<file path="src/rtl/div_pkg.sv">
// Shared types for the divide-unit arbiter: FSM states, default widths and the per-lane request record.
package div_pkg;

    localparam int DIV_XLEN  = 32;
    localparam int DIV_TAG_W = 5;

    typedef enum logic [1:0] {
        IDLE  = 2'd0,
        ISSUE = 2'd1,
        WAIT  = 2'd2,
        RESP  = 2'd3
    } div_state_e;

    typedef struct packed {
        logic [DIV_XLEN-1:0]  a;
        logic [DIV_XLEN-1:0]  b;
        logic                 sgn;
        logic                 rem;
        logic [DIV_TAG_W-1:0] tag;
    } div_req_t;

endpackage

</file>
<file path="src/rtl/div_arbiter_rr_arb2.sv">
// Two-input round-robin picker: rr=0 prefers lane 0, rr=1 prefers lane 1; grant is one-hot or zero.
module rr_arb2 (
    input  logic [1:0] valid,
    input  logic       rr,
    output logic [1:0] grant
);

    always_comb begin
        grant = 2'b00;
        if (valid[0] && (!rr || !valid[1])) begin
            grant = 2'b01;
        end else if (valid[1]) begin
            grant = 2'b10;
        end
    end

endmodule

</file>
<file path="src/rtl/div_arbiter.sv">
// Shares one multi-cycle divider between two requesters, one operation in flight at a time.
// Optional build macro DIV_ZERO_BYPASS_EN: divisor-0 requests skip the divider and answer directly.
module div_arbiter
    import div_pkg::*;
#(
    parameter int XLEN  = DIV_XLEN,
    parameter int TAG_W = DIV_TAG_W
) (
    input  logic                 clk,
    input  logic                 rst,
    input  logic [1:0]           req_valid,
    output logic [1:0]           req_ready,
    input  logic [2*XLEN-1:0]    req_a,
    input  logic [2*XLEN-1:0]    req_b,
    input  logic [1:0]           req_signed,
    input  logic [1:0]           req_rem,
    input  logic [2*TAG_W-1:0]   req_tag,
    output logic [1:0]           resp_valid,
    input  logic [1:0]           resp_ready,
    output logic [XLEN-1:0]      resp_data,
    output logic [TAG_W-1:0]     resp_tag,
    output logic                 div_start,
    output logic [XLEN-1:0]      div_a,
    output logic [XLEN-1:0]      div_b,
    output logic                 div_signed,
    input  logic                 div_done,
    input  logic [XLEN-1:0]      div_quot,
    input  logic [XLEN-1:0]      div_rem,
    output logic                 busy
);

    div_state_e           state_reg, state_next;
    logic                 rr_reg, rr_next;
    logic                 owner_reg, owner_next;
    div_req_t             req_reg, req_next;
    logic [XLEN-1:0]      result_reg, result_next;

    div_req_t [1:0]       lane_req;
    logic [1:0]           grant;
    logic                 win;

    for (genvar gi = 0; gi < 2; gi++) begin : g_lane
        assign lane_req[gi].a   = req_a[gi*XLEN +: XLEN];
        assign lane_req[gi].b   = req_b[gi*XLEN +: XLEN];
        assign lane_req[gi].sgn = req_signed[gi];
        assign lane_req[gi].rem = req_rem[gi];
        assign lane_req[gi].tag = req_tag[gi*TAG_W +: TAG_W];

        assign req_ready[gi]  = (state_reg == IDLE) && grant[gi];
        assign resp_valid[gi] = (state_reg == RESP) && (owner_reg == 1'(gi));
    end

    rr_arb2 u_rr_arb2 (
        .valid (req_valid),
        .rr    (rr_reg),
        .grant (grant)
    );

    assign win        = grant[1];
    assign div_start  = (state_reg == ISSUE);
    assign div_a      = req_reg.a;
    assign div_b      = req_reg.b;
    assign div_signed = req_reg.sgn;
    assign resp_data  = result_reg;
    assign resp_tag   = req_reg.tag;
    assign busy       = (state_reg != IDLE);

    always_comb begin
        state_next  = state_reg;
        rr_next     = rr_reg;
        owner_next  = owner_reg;
        req_next    = req_reg;
        result_next = result_reg;
        case (state_reg)
            IDLE: begin
                if (grant != 2'b00) begin
                    owner_next = win;
                    req_next   = lane_req[win];
`ifdef DIV_ZERO_BYPASS_EN
                    if (lane_req[win].b == '0) begin
                        result_next = lane_req[win].rem ? lane_req[win].a : '1;
                        state_next  = RESP;
                    end else begin
                        state_next  = ISSUE;
                    end
`else
                    state_next = ISSUE;
`endif
                end
            end
            ISSUE: state_next = WAIT;
            WAIT: begin
                // div_done is only meaningful here; stray pulses elsewhere are dropped
                if (div_done) begin
                    result_next = req_reg.rem ? div_rem : div_quot;
                    state_next  = RESP;
                end
            end
            RESP: begin
                if (resp_ready[owner_reg]) begin
                    rr_next    = ~owner_reg;
                    state_next = IDLE;
                end
            end
            default: state_next = IDLE;
        endcase
    end

    always_ff @(posedge clk or negedge rst) begin
        if (!rst) begin
            state_reg  <= IDLE;
            rr_reg     <= 1'b0;
            owner_reg  <= 1'b0;
            req_reg    <= '0;
            result_reg <= '0;
        end else begin
            state_reg  <= state_next;
            rr_reg     <= rr_next;
            owner_reg  <= owner_next;
            req_reg    <= req_next;
            result_reg <= result_next;
        end
    end

endmodule

</file>
<file path="config.mk">
export PLATFORM = sky130hd
export DESIGN_NAME = div_arbiter
export DESIGN_NICKNAME = d
export VERILOG_FILES = /design/src/rtl/div_pkg.sv /design/src/rtl/div_arbiter_rr_arb2.sv /design/src/rtl/div_arbiter.sv
export SDC_FILE = /design/constraint.sdc
export NUM_CORES = 1
export LEC_CHECK = 0
export BUFFER_PORTS_ARGS = -buffer_cell sky130_fd_sc_hd__buf_2
export CORE_MARGIN = 2
export CORE_UTILIZATION = 30
export DETAILED_ROUTE_END_ITERATION = 16
export PLACE_DENSITY = 0.6
export SYNTH_ARGS = -nofsm -noshare
export SYNTH_HDL_FRONTEND = slang
export SYNTH_SLANG_ARGS = --single-unit
</file>
<file path="constraint.sdc">
create_clock -name clk -period 2 [get_ports clk]
set_clock_uncertainty 0.05 [all_clocks]
set_input_delay 0.2 -clock clk [delete_from_list [all_inputs] [get_ports clk]]
set_output_delay 0.2 -clock clk [all_outputs]
set_load 0.05 [all_outputs]
</file>
* After elaboration in Yosys (flattened, before gate mapping)
Index checks and enable logic that the tools add are counted.
Word-level totals: logic and storage cells 44, output and inout port bits 108, register bits after elaboration 107, bits of input ports 213
Operators by class: muxes and demuxes 11, bitwise logic cells 1, magnitude comparators 2, equality and inequality tests 6, reduce and logical (&&, ||, !) cells 15
Operators by type and width (number):
- 71-bit 2-to-1 mux | 2
- 32-bit 2-to-1 mux | 1
- 2-bit 2-to-1 mux | 5
- 2-bit one-hot mux with 4 select lines | 1
- 2-bit AND reduction | 3
- 1-bit logical AND | 5
- 2-bit == test (second input constant) | 2
- 1-bit by 2-bit less-than comparator with 1-bit output (second input constant) | 2
- 2-bit by 1-bit != test with 1-bit output (second input constant) | 2
- 2-bit nonzero test | 2
- 3-bit AND reduction | 1
- 2-bit by 1-bit == test with 1-bit output (second input constant) | 1
- 1-bit logical NOT | 2
- 2-bit logical NOT | 1
- 1-bit 2-to-1 mux | 2
- 2-bit != test (second input constant) | 1
- 1-bit logical OR | 1
- 1-bit NOT | 1

* Logic depth before layout (Yosys ltp)
Gate-level depths: netlist (run 1).
depth in word-level cells 7, gate-level depth with buffers 8, mapped depth without buffers 5

* Modules after synthesis
Synthesis (run 1) repeated with hierarchy kept, for this count alone.
Second synthesis, totals: cells, all modules 549, area total of the unflattened synthesis 5481.5 um^2
By module, submodules not included:
- div_arbiter | times used 1, area an instance 5462.7 um^2, cells each 546, seq. area each 2677.6 um^2
- rr_arb2 | times used 1, area an instance 18.8 um^2, cells each 3, seq. area each 0.0 um^2

* Worst setup path before layout (run 1)
No wires, ideal clock.
kind register to register, from register state_reg[0], to register owner_reg, arrival 2337 ps, stages on the path, launching flop included 6, setup time 87 ps, path slack -474 ps, period minus slack after synthesis 2474 ps, data required time 1863 ps, path buffers 0, cell sequence dfrtp_1 inv_1 ha_1 inv_1 nor3_1 o21bai_1
Between the ends: cells in the longest elaborated chain, start to end 2
Ends and longest elaborated chain:
- from (decl) | line div_arbiter.sv:32 | div_state_e state_reg, state_next;
- from (signal assigned) | line div_arbiter.sv:117 | state_reg <= state_next;
- 2-bit logical NOT | line div_arbiter.sv:74 | case (state_reg)
- 2-bit AND reduction (no line)
- to (signal assigned) | line div_arbiter.sv:119 | owner_reg <= owner_next;
- to (decl) | line div_arbiter.sv:34 | logic owner_reg, owner_next;
No other way between the ends. A chain may end at the register's enable or synchronous reset.

* Worst setup path after layout (run 1)
from register state_reg[0], to output req_ready[1]
Between the ends: cells in the longest elaborated chain, start to end 2
Ends and longest elaborated chain:
- 2-bit logical NOT | line div_arbiter.sv:49 | assign req_ready[gi] = (state_reg == IDLE) && grant[gi];
- 1-bit logical AND | line div_arbiter.sv:49
- to (decl) | line div_arbiter.sv:12 | output logic [1:0] req_ready,
No other way between the ends.

==> out/qor.csv, run 1 <==
metric;value;unit
status;finished clean;
synth_fp_nets;862;
reg2reg_slack;0.28;ns
yosysMostFrequentCell;dfrtp_1;
insertion_delay;0.35;ns
setup_ws;0.1136;ns
path_delay_family;flip-flops;
syn2layout_area_growth;28.36;%
cts_made_buffers;9;
gp_congestion;0.7820;
place_inst;1085;
async_flop_share;100.0;%
worst-setup-path-type;flip-flop to output pin;
max_freq;530.1;MHz
cts_tree;yes;
hold_viol_final;0;
power_density;1874;nW/um^2
hp-class;input pin to flip-flop;
path_cells;inv_1 > ha_2 > inv_1 > nor3_4 > buf_6;
drc;0;
final_cells;1101;
slew_headroom;60.45;%
start_util;30.52;%
cts_max_level;3;
peakVddDrop;0.0009767;V
yosysUniqueCellTypes;26;
synthTopCellsByCount;dfrtp_1, nor2_1, a31oi_1, nand3_1, buf_4;
hold_end;div_a[13]$_DFFE_PN0P_;
synth.area.top_cells;dfrtp_1, buf_4, a31oi_1;
finalNetCount;1080;
grt_setup_unrepaired;false;
antenna_cells;0;
tightest_slew;0.5933;ns
yosysTopAreaCellShare;47.05;%
core;18640;sq um
synth-warning-count;0;
period_minus_slack;1.886;ns
cts_root_buffer;clkbuf_16;
nFillCells;1925;
cp.depth;5;
synth_area_leader_cell;dfrtp_1;
grt_max_degree;108;
worst-r2r-cell-count;4;
period_share;94.32;%
grtUsageTotal;17.18;%
synth.avg_cell_area;8.822;sq um
die_area;20090;sq um
yosys_most_used_dff;dfrtp_1;
fin_setup_tns;0;ns
cp.required;1.75;ns
drt_wl_total;17.46;mm
maxSlewViolCount;0;
p_leak;3.499;nW
routedWlPerCell;15.85;microns
cts_sinks;107;
port_buffers;320;
path_buf_inv;3;
ant_nets;0;
clockBufferDepth;2;
hpwl;12.51;mm
clkTransAtPathRegs;0.07;ns
crit_top_cell;inv_1;
startpoint_type;flip-flop;
cts_setup_buffers;0;
cap_viol_max_count;0;
finalSetupViolCount;0;
antenna_found_initial;3;
avgViaCountPerCell;4.828;
synthCells;645;
whs_path_depth;3;
dr_total_vias;5316;
die_w;141.7;microns
cp_max_fo;5;
max_stage_delay;0.42;ns
drive_above_1_share;41.06;%
ios;321;
initialDrtViolationCount;277;
cp.arrival;1.64;ns
dpl_worst_slack;0.2592;ns
grt_pass1_vias;5031;
row_count;50;
cpMaxStageDelayCell;dfrtp_1;
die_h;141.7;microns
overflow;0;
rr_endpoint;state_reg[1]$_DFFE_PN0P_;
cp-end-kind;output pin;
firstDrtPassIters;5;
seq_area_frac_synth;47.05;%
min-delay-start;req_a[13];
ys_ff_latch;107;
timing.rr.start;state_reg[0]$_DFFE_PN0P_;
synth-edff-count;0;
grt_pass1_wl;26.92;mm
synth.cell_area;5690;sq um
==> cells by family after synthesis <==
family | Yosys count | share of synthesized area (%)
AOI/OAI and AO/OA | 181 | 17.72
adders and majority gates | 4 | 0.8795
buffers and inverters | 133 | 14.23
DFF | 107 | 47.05
muxes | 34 | 6.003
and+or+nand+nor | 186 | 14.12
==> cells in the final DEF (no fill, tap or decap), drive strengths merged <==
| cell type | Yosys | final |
|---|---|---|
| a21oi | 34 | 34 |
| ha | 4 | 4 |
| nand2b | 1 | 1 |
| nand2 | 4 | 4 |
| and2 | 2 | 2 |
| a222oi | 1 | 1 |
| buf | 107 | 333 |
| dfrtp | 107 | 107 |
| a2bb2oi | 1 | 1 |
| o21ai | 72 | 72 |
| mux2 | 1 | 1 |
| nor3 | 1 | 1 |
| clkbuf | 20 | 10 |
| dlygate4sd3 | 0 | 1 |
| a31oi | 71 | 71 |
| mux2i | 33 | 33 |
| clkinvlp | 0 | 2 |
| nor2b | 2 | 2 |
| o21a | 1 | 1 |
| nand3 | 71 | 71 |
| nor2 | 105 | 105 |
| o21bai | 1 | 1 |
| clkinv | 0 | 1 |
| inv | 6 | 8 |
==> per-stage QoR <==
step	hold WS [ns]	power [mW]	utilization, %	area, sq um
2_1_floorplan	-0.1456	11.05	-	5702
3_3_place_gp	0.2826	12.03	37.64	7017
3_5_place_dp	0.2808	12.15	37.64	7017
4_1_cts	0.04795	13.87	39.15	7298
5_1_grt	0.06048	14.53	39.18	7305
6_report	0.06531	13.69	39.18	7305
==> worst max path at each step <==
| stage | endpoint | slack [ns] | startpoint |
|---|---|---|---|
| finish | req_ready[1] | 0.11 | state_reg[0]$_DFFE_PN0P_ |
| global route | req_ready[0] | 0.0008 | state_reg[0]$_DFFE_PN0P_ |
| CTS | req_ready[1] | 0.0008 | state_reg[0]$_DFFE_PN0P_ |
| detailed placement | state_reg[1]$_DFFE_PN0P_ | 0.26 | state_reg[0]$_DFFE_PN0P_ |
| global placement | state_reg[1]$_DFFE_PN0P_ | 0.36 | state_reg[0]$_DFFE_PN0P_ |
| floorplan | owner_reg$_DFFE_PN0P_ | 0.16 | state_reg[0]$_DFFE_PN0P_ |
==> worst min-delay path: cells and delay by family <==
| kind | cells | cell delay (ns) |
|---|---|---|
| buffers and inverters | 1 | 0.09 |
| AO/OA/AOI/OAI | 2 | 0.14 |
==> report_power, final <==
part           internal, mW  total [mW]  switching [mW]  leakage, nW
Clock                 0.847        1.68           0.833        0.125
Sequential             3.26        3.89           0.630         1.19
Combinational          2.11        8.12            6.01         2.19
==> routing by layer <==
layer | vias to the layer above | wire length (microns) | global-route usage (%)
li1 | 2623 | - | -
met1 | 2445 | 7393 | 21.22
met2 | 226 | 8304 | 29.18
met3 | 18 | 1495 | 4.826
met4 | 4 | 231 | 5.368
met5 | - | 32 | 0
==> what timing repair did <==
item,CTS,global route
resized for setup,2,2
hold endpoints to repair,107,0
hold buffers,1,0
pin swaps,0,0
endpoints found under the setup margin,2,2
==> cell type report <==
cell class	instances	area (sq um)	share of cell area, %
flip-flops and latches	107	2679	36.67
inverters	6	22.52	0.3083
repair buffers	334	1808	24.75
well taps	234	292.8	4.008
multi-input cells	405	2236	30.61
clock buffers	10	229.0	3.135
clock inverters	5	37.54	0.5139
Note: power is estimated with default switching activity, not from simulation.
==> inputs of run 2 (changes only) <==
- CELL_PAD_IN_SITES_DETAIL_PLACEMENT: not set -> 1
- CELL_PAD_IN_SITES_GLOBAL_PLACEMENT: not set -> 1
- PLACE_DENSITY: 0.6 -> 0.8
==> out/qor.csv, run 2 (synthesized netlist as in run 1, its figures left out) <==
metric;value;unit
maxSlewViolCount;0;
routedWlPerCell;17.60;microns
start_util;30.52;%
period_share;94.11;%
ios;321;
timing.rr.start;state_reg[1]$_DFFE_PN0P_;
holdWs;0.05752;ns
die_h;141.7;microns
avgViaCountPerCell;4.963;
grt_setup_unrepaired;false;
fin_setup_tns;0;ns
cts_root_buffer;clkbuf_16;
cap_viol_max_count;0;
path_delay_family;flip-flops;
cp.arrival;1.63;ns
min-delay-start;req_b[4];
path_cells;inv_1 > ha_2 > inv_1 > nor3_4 > buf_6;
firstDrtPassIters;6;
worst-setup-path-type;flip-flop to output pin;
grt_pass1_vias;5537;
cp.required;1.75;ns
syn2layout_area_growth;29.46;%
die_w;141.7;microns
peakVddDrop;0.0008640;V
dpl_worst_slack;0.2229;ns
fin_area;7367;sq um
clockBufferDepth;2;
finalNetCount;1082;
startpoint_type;flip-flop;
power_density;1899;nW/um^2
grtUsageTotal;18.87;%
slew_headroom;69.57;%
overflow;0;
path_buf_inv;3;
port_buffers;320;
ant_nets;0;
hp-class;input pin to flip-flop;
drt_wl_total;19.45;mm
cpMaxStageDelayCell;dfrtp_1;
drc;0;
crit_top_cell;inv_1;
most-common-layout-cells;buf_2, dfrtp_1, nor2_1;
critPathLaunch;state_reg[1]$_DFFE_PN0P_;
cp_max_fo;5;
finalSetupViolCount;0;
totalPowerFinal;13.99;mW
cts_tree;yes;
p_leak;3.532;nW
hpwl;14.53;mm
core;18640;sq um
grt_max_degree;65;
status;finished clean;
setup_ws;0.1177;ns
cts_sinks;107;
initialDrtViolationCount;198;
grt_pass1_wl;29.58;mm
antenna_found_initial;1;
cts_made_buffers;9;
die_area;20090;sq um
placed_cell_area;7057;sq um
cts_setup_buffers;0;
clkTransAtPathRegs;0.08;ns
insertion_delay;0.35;ns
dr_total_vias;5484;
cp-end-kind;output pin;
row_count;50;
tightest_slew;0.4565;ns
period_minus_slack;1.882;ns
cts_max_level;3;
gp_congestion;0.7951;
max_freq;531.3;MHz
drive_above_1_share;41.38;%
hold_viol_final;0;
max_stage_delay;0.42;ns
final_common_cell;buf_2;
==> run 2: worst register-to-register path, cell delays in order (launching register included) <==
cell and delay [ns]:
dfrtp_1 0.42, inv_1 0.11, ha_2 0.24, o21a_4 0.28, buf_12 0.26, nor2_1 0.10, a31oi_1 0.18
==> run 2: stage by stage <==
step | util [%] | std cells
finish | 39.52 | 1105
floorplan | - | 645
global route | 39.52 | 1105
CTS | 39.47 | 1104
global placement | 37.85 | 1087
detailed placement | 37.85 | 1087
==> run 2: power breakdown <==
part | internal [mW] | switching (mW) | total, mW
logic | 2.13 | 6.18 | 8.31
clock network | 0.893 | 0.884 | 1.78
registers | 3.26 | 0.642 | 3.90
total | 6.28 | 7.71 | 14.0
==> run 2: layout make-up <==
class,count,area [sq um]
clock buffer,10,239.0
fill,2267,11280
timing repair buffer,336,1848
tap,234,292.8
inverter,6,22.52
sequential,107,2679
antenna,1,2.502
multi-input combinational,405,2236
clock inverter,6,47.55
==> run 2: metal layers <==
| metal | up-vias | global-route usage [%] | wire length, microns |
|---|---|---|---|
| met4 | 0 | 6.053 | 297 |
| li1 | 2639 | - | - |
| met5 | - | 0 | 0 |
| met2 | 226 | 33.65 | 9684 |
| met3 | 15 | 5.062 | 1524 |
| met1 | 2604 | 22.06 | 7941 |
==> run 2: what timing repair did <==
item | in CTS | in global routing
resized for setup | 2 | 2
endpoints found under the hold margin | 107 | 0
hold buffers | 1 | 0
setup endpoints to repair | 2 | 2
pin swaps | 0 | 0
==> run 2: path summary, 6_finish.rpt <==
path / end / slack (ns) / cells after the start
worst min-delay path: div_b[4]$_DFFE_PN0P_ / 0.06 / 3
worst max register to register: div_a[5]$_DFFE_PN0P_ / 0.28 / 6
worst min register to register: resp_data[28]$_DFFE_PN0P_ / 0.47 / 2
worst max-delay path: req_ready[1] / 0.12 / 5
min in group asynchronous: div_a[13]$_DFFE_PN0P_ / 0.13 / 2
max in group asynchronous: req_reg[5]$_DFFE_PN0P_ / 1.23 / 3
